`src/rtl/pc_pkg.sv`:
```
// Shared types and default parameters for the fetch-stage program counter.
package pc_pkg;

  typedef enum logic [2:0] {
    NPC_RESET,
    NPC_REDIRECT,
    NPC_HOLD,
    NPC_RAS,
    NPC_SEQ
  } npc_sel_t;

  localparam int PC_WIDTH_DEF   = 32;
  localparam int INC_DEF        = 4;
  localparam int ALIGN_BITS_DEF = 2;
  localparam int RAS_DEPTH_DEF  = 4;

endpackage

```
`src/rtl/pc_ras.sv`:
```
// Circular return-address stack: head points at the top entry, and a push onto
// a full stack silently overwrites the oldest entry.
module pc_ras #(
  parameter int W     = 32,
  parameter int DEPTH = 4
) (
  input  logic         clk,
  input  logic         rst,
  input  logic         push,
  input  logic         pop,
  input  logic         replace,
  input  logic [W-1:0] wdata,
  output logic [W-1:0] top,
  output logic         empty,
  output logic         full
);

  localparam int PW = $clog2(DEPTH);
  localparam int CW = $clog2(DEPTH + 1);

  logic [W-1:0]  mem [DEPTH];
  logic [PW-1:0] head;
  logic [PW-1:0] head_inc;
  logic [CW-1:0] count;

  assign head_inc = head + PW'(1);
  assign top      = mem[head];
  assign empty    = (count == '0);
  assign full     = (count == CW'(DEPTH));

  always_ff @(posedge clk) begin
    if (rst) begin
      head  <= '0;
      count <= '0;
    end else if (push) begin
      head  <= head_inc;
      count <= full ? count : count + CW'(1);
    end else if (pop) begin
      head  <= head - PW'(1);
      count <= count - CW'(1);
    end
  end

  // Entry contents are don't-care after reset, so storage carries no reset.
  always_ff @(posedge clk) begin
    if (!rst && push)         mem[head_inc] <= wdata;
    else if (!rst && replace) mem[head]     <= wdata;
  end

endmodule

```
`src/rtl/pc_sequencer.sv`:
```
// Fetch-stage PC register with redirect/stall/sequential next-PC selection.
// Define PC_RAS_EN to compile in the return-address stack (pc_ras).
module pc_sequencer
  import pc_pkg::*;
#(
  parameter int                  PC_WIDTH   = PC_WIDTH_DEF,
  parameter int                  INC        = INC_DEF,
  parameter logic [PC_WIDTH-1:0] RESET_PC   = '0,
  parameter int                  ALIGN_BITS = ALIGN_BITS_DEF,
  parameter int                  RAS_DEPTH  = RAS_DEPTH_DEF
) (
  input  logic                Clk,
  input  logic                Reset,
  input  logic                Stall_PC,
  input  logic                Redirect_Valid,
  input  logic [PC_WIDTH-1:0] Redirect_Target,
  input  logic                Call,
  input  logic                Return,
  output logic [PC_WIDTH-1:0] PC,
  output logic [PC_WIDTH-1:0] PCPlusInc,
  output logic                Misaligned,
  output logic                RAS_Empty,
  output logic                RAS_Full
);

  localparam logic [PC_WIDTH-1:0] ALIGN_MASK = {PC_WIDTH{1'b1}} << ALIGN_BITS;

  npc_sel_t            sel;
  logic [PC_WIDTH-1:0] pc_q, pc_d, ras_top;
  logic                mis_q, mis_d;
  logic                upd, ras_push, ras_pop, ras_repl, ras_empty, ras_full;

  assign PC         = pc_q;
  assign PCPlusInc  = pc_q + PC_WIDTH'(INC);
  assign Misaligned = mis_q;
  assign RAS_Empty  = ras_empty;
  assign RAS_Full   = ras_full;

  // Stack operations only happen in a cycle that actually advances sequentially.
  assign upd      = !Reset && !Redirect_Valid && !Stall_PC;
  assign ras_push = upd && Call && (!Return || ras_empty);
  assign ras_pop  = upd && Return && !Call && !ras_empty;
  assign ras_repl = upd && Call && Return && !ras_empty;

`ifdef PC_RAS_EN
  pc_ras #(.W(PC_WIDTH), .DEPTH(RAS_DEPTH)) u_ras (
    .clk     (Clk),
    .rst     (Reset),
    .push    (ras_push),
    .pop     (ras_pop),
    .replace (ras_repl),
    .wdata   (PCPlusInc),
    .top     (ras_top),
    .empty   (ras_empty),
    .full    (ras_full)
  );
`else
  assign ras_top   = '0;
  assign ras_empty = 1'b1;
  assign ras_full  = 1'b0;
  logic unused_ras;
  assign unused_ras = &{1'b0, ras_push, ras_pop, ras_repl, ras_top};
`endif

  always_comb begin
    sel = NPC_SEQ;
    if (Reset)                       sel = NPC_RESET;
    else if (Redirect_Valid)         sel = NPC_REDIRECT;
    else if (Stall_PC)               sel = NPC_HOLD;
    else if (Return && !ras_empty)   sel = NPC_RAS;

    pc_d = PCPlusInc;
    case (sel)
      NPC_RESET:    pc_d = RESET_PC;
      NPC_REDIRECT: pc_d = Redirect_Target & ALIGN_MASK;
      NPC_HOLD:     pc_d = pc_q;
      NPC_RAS:      pc_d = ras_top;
      default:      pc_d = PCPlusInc;
    endcase

    mis_d = Redirect_Valid && |(Redirect_Target & ~ALIGN_MASK);
  end

  always_ff @(posedge Clk) begin
    if (Reset) begin
      pc_q  <= RESET_PC;
      mis_q <= 1'b0;
    end else begin
      pc_q  <= pc_d;
      mis_q <= mis_d;
    end
  end

endmodule

```
`config.mk`:
```
export PLATFORM = sky130hd
export DESIGN_NAME = pc_sequencer
export DESIGN_NICKNAME = d
export VERILOG_FILES = /design/src/rtl/pc_pkg.sv /design/src/rtl/pc_ras.sv /design/src/rtl/pc_sequencer.sv
export SDC_FILE = /design/constraint.sdc
export NUM_CORES = 1
export LEC_CHECK = 0
export BUFFER_PORTS_ARGS = -buffer_cell sky130_fd_sc_hd__clkbuf_2
export CAP_MARGIN = 20
export CORE_MARGIN = 4
export CORE_UTILIZATION = 48
export CTS_CLUSTER_SIZE = 24
export DETAILED_ROUTE_END_ITERATION = 8
export PLACE_DENSITY = 0.84
export SYNTH_ARGS = -nofsm -noshare
export SYNTH_HDL_FRONTEND = slang
export SYNTH_SLANG_ARGS = --single-unit
```
`constraint.sdc`:
```
create_clock -name Clk -period 3.4 [get_ports Clk]
set_clock_uncertainty 0.2 [all_clocks]
set_input_delay 0.51 -clock Clk [delete_from_list [all_inputs] [get_ports Clk]]
set_output_delay 0.51 -clock Clk [all_outputs]
set_load 0.01 [all_outputs]
```
Word level (Yosys, flattened, before mapping)
Cells that the tools add are included.
W data, S select, Z words.
{"block": "op_classes", "n_eq_ne": 3, "n_reduce_logical": 4, "muxes": 4, "n_addsub": 1}
{"cell": "$pmux W32 S3", "n": 1}
{"cell": "$add A32 B3 Y32 const B", "n": 1}
{"cell": "$mux W3", "n": 3}
{"cell": "$eq A3 B2 Y1 const B", "n": 2}
{"cell": "$reduce_or A2 Y1", "n": 2}
{"cell": "$eq A3 B1 Y1 const B", "n": 1}
{"cell": "$logic_not A3 Y1", "n": 1}
{"cell": "$logic_and A1 B1 Y1", "n": 1}
{"block": "word_totals", "elab_cells": 14, "in_bits": 38, "reg_bits": 33, "out_inout_bits": 67}

Logic depth before layout (Yosys ltp)
{"block": "depth", "ltp_word": 6, "ltp_mapped": 7, "mapped_depth_nobuf": 6}

Worst setup path before layout
OpenSTA, ideal clock, no wires.
{"block": "synth_path", "path_kind": "register to output", "from": "reg pc_q[10], in the netlist PC[10]", "to": "out PCPlusInc[29]", "n_path_buf": 1, "path_stages_with_launch": 7, "arrival_time_ns": 1.880, "slack_ns": 0.810, "cell_sequence": "dfxtp_1 > buf_2 > nand3_4 > or4_4 > nor4_4 > nand3_1 > xnor2_1"}
{"block": "synth_between", "elab_chain_len": 1}
{"item": "start, declared", "line": "pc_sequencer.sv:29", "text": "logic [PC_WIDTH-1:0] pc_q, pc_d, ras_top;"}
{"item": "start signal, assigned", "line": "pc_sequencer.sv:89", "text": "pc_q <= pc_d;"}
{"item": "$add A32 B3 Y32", "line": "pc_sequencer.sv:34", "text": "assign PCPlusInc = pc_q + PC_WIDTH'(INC);"}
{"item": "end, declared", "line": "pc_sequencer.sv:20", "text": "output logic [PC_WIDTH-1:0] PCPlusInc,"}
Every way passes these cells.

Worst setup path in the final report
{"block": "layout_path", "from": "reg pc_q[11], in the netlist PC[11]", "to": "out PCPlusInc[29]"}
The elaborated chain is that of the path after synthesis.

==> results.ini <==
[worst_setup_path]
worstReg2RegStart=PC[2]$_SDFFE_PP0P_
critical_path.n_buffers_inverters=1
ff2ff_path_depth=6
crit_family=simple AND/OR/NAND/NOR gates
r2r_slack_ns=0.81
critical-path-slowest-cell=or4_4
start_kind=flop
worst-endpoint-arrival_ns=2.30
criticalPathCategory=flop to output pin
reg_to_reg_endpoint=PC[20]$_SDFFE_PP0P_
crit_path_cells=nand3_4 > or4_4 > nor4_4 > nand3_1 > xnor2_1 > clkbuf_2
required_ns=2.69
cp-end-kind=output pin
timing.critical_path.fanout_max=8
max_stage_delay_on_crit_path_ns=0.60

[place]
place.gp.congestion=0.8584
place.detailed.hpwl_mm=4.803
port_buffers=96
detailed_place.area_um2=2706

[timing]
finalHoldViolCount=0
timing.final.setup_violations=0
fmax_mhz=332.6
final_min_period_over_clock_period_pct=88.44
timing.final.crit_period_ns=3.007
grt_setup_unrepaired=false
tightestPinTransition_ns=0.7768
finalSetupTns_ns=0
finalMaxSlewViolations=0
relative_max_transition_margin_pct=47.74

[global_routing]
wire_length_of_the_first_global_routing_pass_mm=10.48
groute.usage.overall_pct=21.12
grt_overflow=0
gr-max-usage-layer=met2
grt_antenna_before_repair=0
largest_net_degree_at_the_start_of_global_routing=36
grt_pass1_vias=2216
grt_use_met1_pct=26.90
global_route.usage.met2_pct=34.58
grt_util_met3_pct=5.504

[synthesis]
postSynthRegisterBits=31
yosys_warnings=0
syn_area_um2=2280
synth.lib_cells_used.distinct=40
postSynthAreaPerCell_um2=7.676
asyncSetResetFlopFracSynth_pct=0
synth_enable_flop_cells=0
synth_ff_type=dfxtp_1
synthCells=297
seq_area_frac_synth_pct=27.22

[floorplan]
start_util_pct=50.95
die_w_um=76.92
dieArea_um2=5916
chipHeight_um=76.92
placeable_core_area_um2=4474
design.portCount=105
core.rowCount=24

[layout]
n_antenna_cell=0
post_route_cells_drive_above_1_share_pct=30.13
multi_input_comb_area_um2=1510
layout.cells.most_common=clkbuf_2
seq_area_um2=620.6
design_area_um2=2794
design.final.nets=414
fill_cells=432
layout_common_cells=clkbuf_2 (96), nor2_1 (50), dfxtp_1 (31)
layout_stage_area_growth_over_the_synthesis_result_pct=22.56

[detailed_routing]
detail_route.wirelength_mm=6.275
drc=0
drtIter0Drc=192
route.vias.total=2377
first_pass_detailed_route_iteration_total=4
antenna_left=0
via_density_per_instance=5.567
post_drt_wl_per_cell_um=14.70

[pwr]
ir_worst_vdd_mv=0.2099
power_density_nw_per_um2=331.2
p_leak_uw=0.001247

[clock_tree]
cts.htree.levels=2
cts_resized=0
cts.path.max_buffers=2
cts_buffers=5
cts.clk_slew.worst_paths_ns=0.06
tritoncts=built
cts.repair_timing.setup_buffer_count=0
ctsRootBufferMaster=clkbuf_8
hold_buffers=0
clkSinkCount=31
clk-insertion-delay-late_ns=0.28

[job]
max-cap-violations=0

[hold_path]
whs_path_depth=3
min-delay-path-class=input port to flop
holdPathEnd=PC[10]$_SDFFE_PP0P_
min-delay-start=Redirect_Target[10]

[status]
status=complete, no violations

## per-layer routing
metal,share of wire (%),wire [um]
met1,42,2663
met2,48,2985
met3,8.3,521
met4,1.7,104
met5,0,0
## tightest hold or removal path, cell delays in order
cell      delay [ns]
clkbuf_2        0.08
nand2_1         0.05
a21oi_1         0.05
## state kept, by name (all words and copies together), names as in the netlist
register and flops:
Misaligned 1, PC 30
## worst max path at each step
| stage | start | end | depth (start not counted) |
|---|---|---|---|
| 3_5_place_dp | PC[11]$_SDFFE_PP0P_ | PCPlusInc[29] | 6 |
| 3_3_place_gp | PC[11]$_SDFFE_PP0P_ | PCPlusInc[29] | 6 |
| 2_1_floorplan | PC[10]$_SDFFE_PP0P_ | PCPlusInc[29] | 6 |
| 4_1_cts | PC[11]$_SDFFE_PP0P_ | PCPlusInc[29] | 6 |
| 5_1_grt | PC[11]$_SDFFE_PP0P_ | PCPlusInc[29] | 6 |
| 6_report | PC[11]$_SDFFE_PP0P_ | PCPlusInc[29] | 6 |
## kinds of logic after synthesis
kind of cell    Yosys count  synth area share, %
buf+inv                  35                7.189
simple gates            137                31.56
flops                    31                27.22
mux                       6                2.689
compound gates           34                10.87
xor+xnor                 51                19.59
fa+ha+maj                 1               0.5488
other cells               2               0.3294
## synth_stat cells (5+ instances only)
cell type | instances | share of area, %
a211oi_1 | 15 | 4.9
a21oi_1 | 6 | 1.3
buf_2 | 5 | 1.1
buf_4 | 6 | 2.0
clkbuf_1 | 15 | 2.5
dfxtp_1 | 31 | 27
mux2i_1 | 5 | 2.2
nand2_1 | 20 | 3.3
nand3_1 | 16 | 3.5
nand4_1 | 12 | 3.3
nor2_1 | 50 | 8.2
nor3_1 | 7 | 1.5
nor4_1 | 6 | 1.6
xnor2_1 | 30 | 12
xor2_1 | 21 | 8.1
## final cells by class
type / count / area share [%]
Clock buffer: 6 / 2.956
Clock inverter: 1 / 0.1791
Inverter: 4 / 0.5374
Multi-Input combinational cell: 235 / 54.05
Sequential cell: 31 / 22.21
Tap cell: 52 / 2.329
Timing Repair Buffer: 98 / 17.73
## stage by stage
step                hold WS, ns  worst slack, ns  total power (uW)  cells  utilization (%)
floorplan                0.3858           0.8098             556.4    301                -
global placement         0.3819           0.7325             632.2    420            60.49
detailed placement       0.3962           0.7259             637.0    420            60.49
CTS                      0.2459           0.4113             932.8    427            62.44
global route             0.2717           0.2806             973.3    427            62.44
finish                   0.2514           0.3932             925.4    427            62.44
## where the power goes
part | leakage [uW] | internal [uW] | switching (uW)
Clock | 0.0000470 | 159 | 138
Sequential | 0.000257 | 388 | 48.2
Combinational | 0.000943 | 89.4 | 103
(Power assumes the default switching activity.)
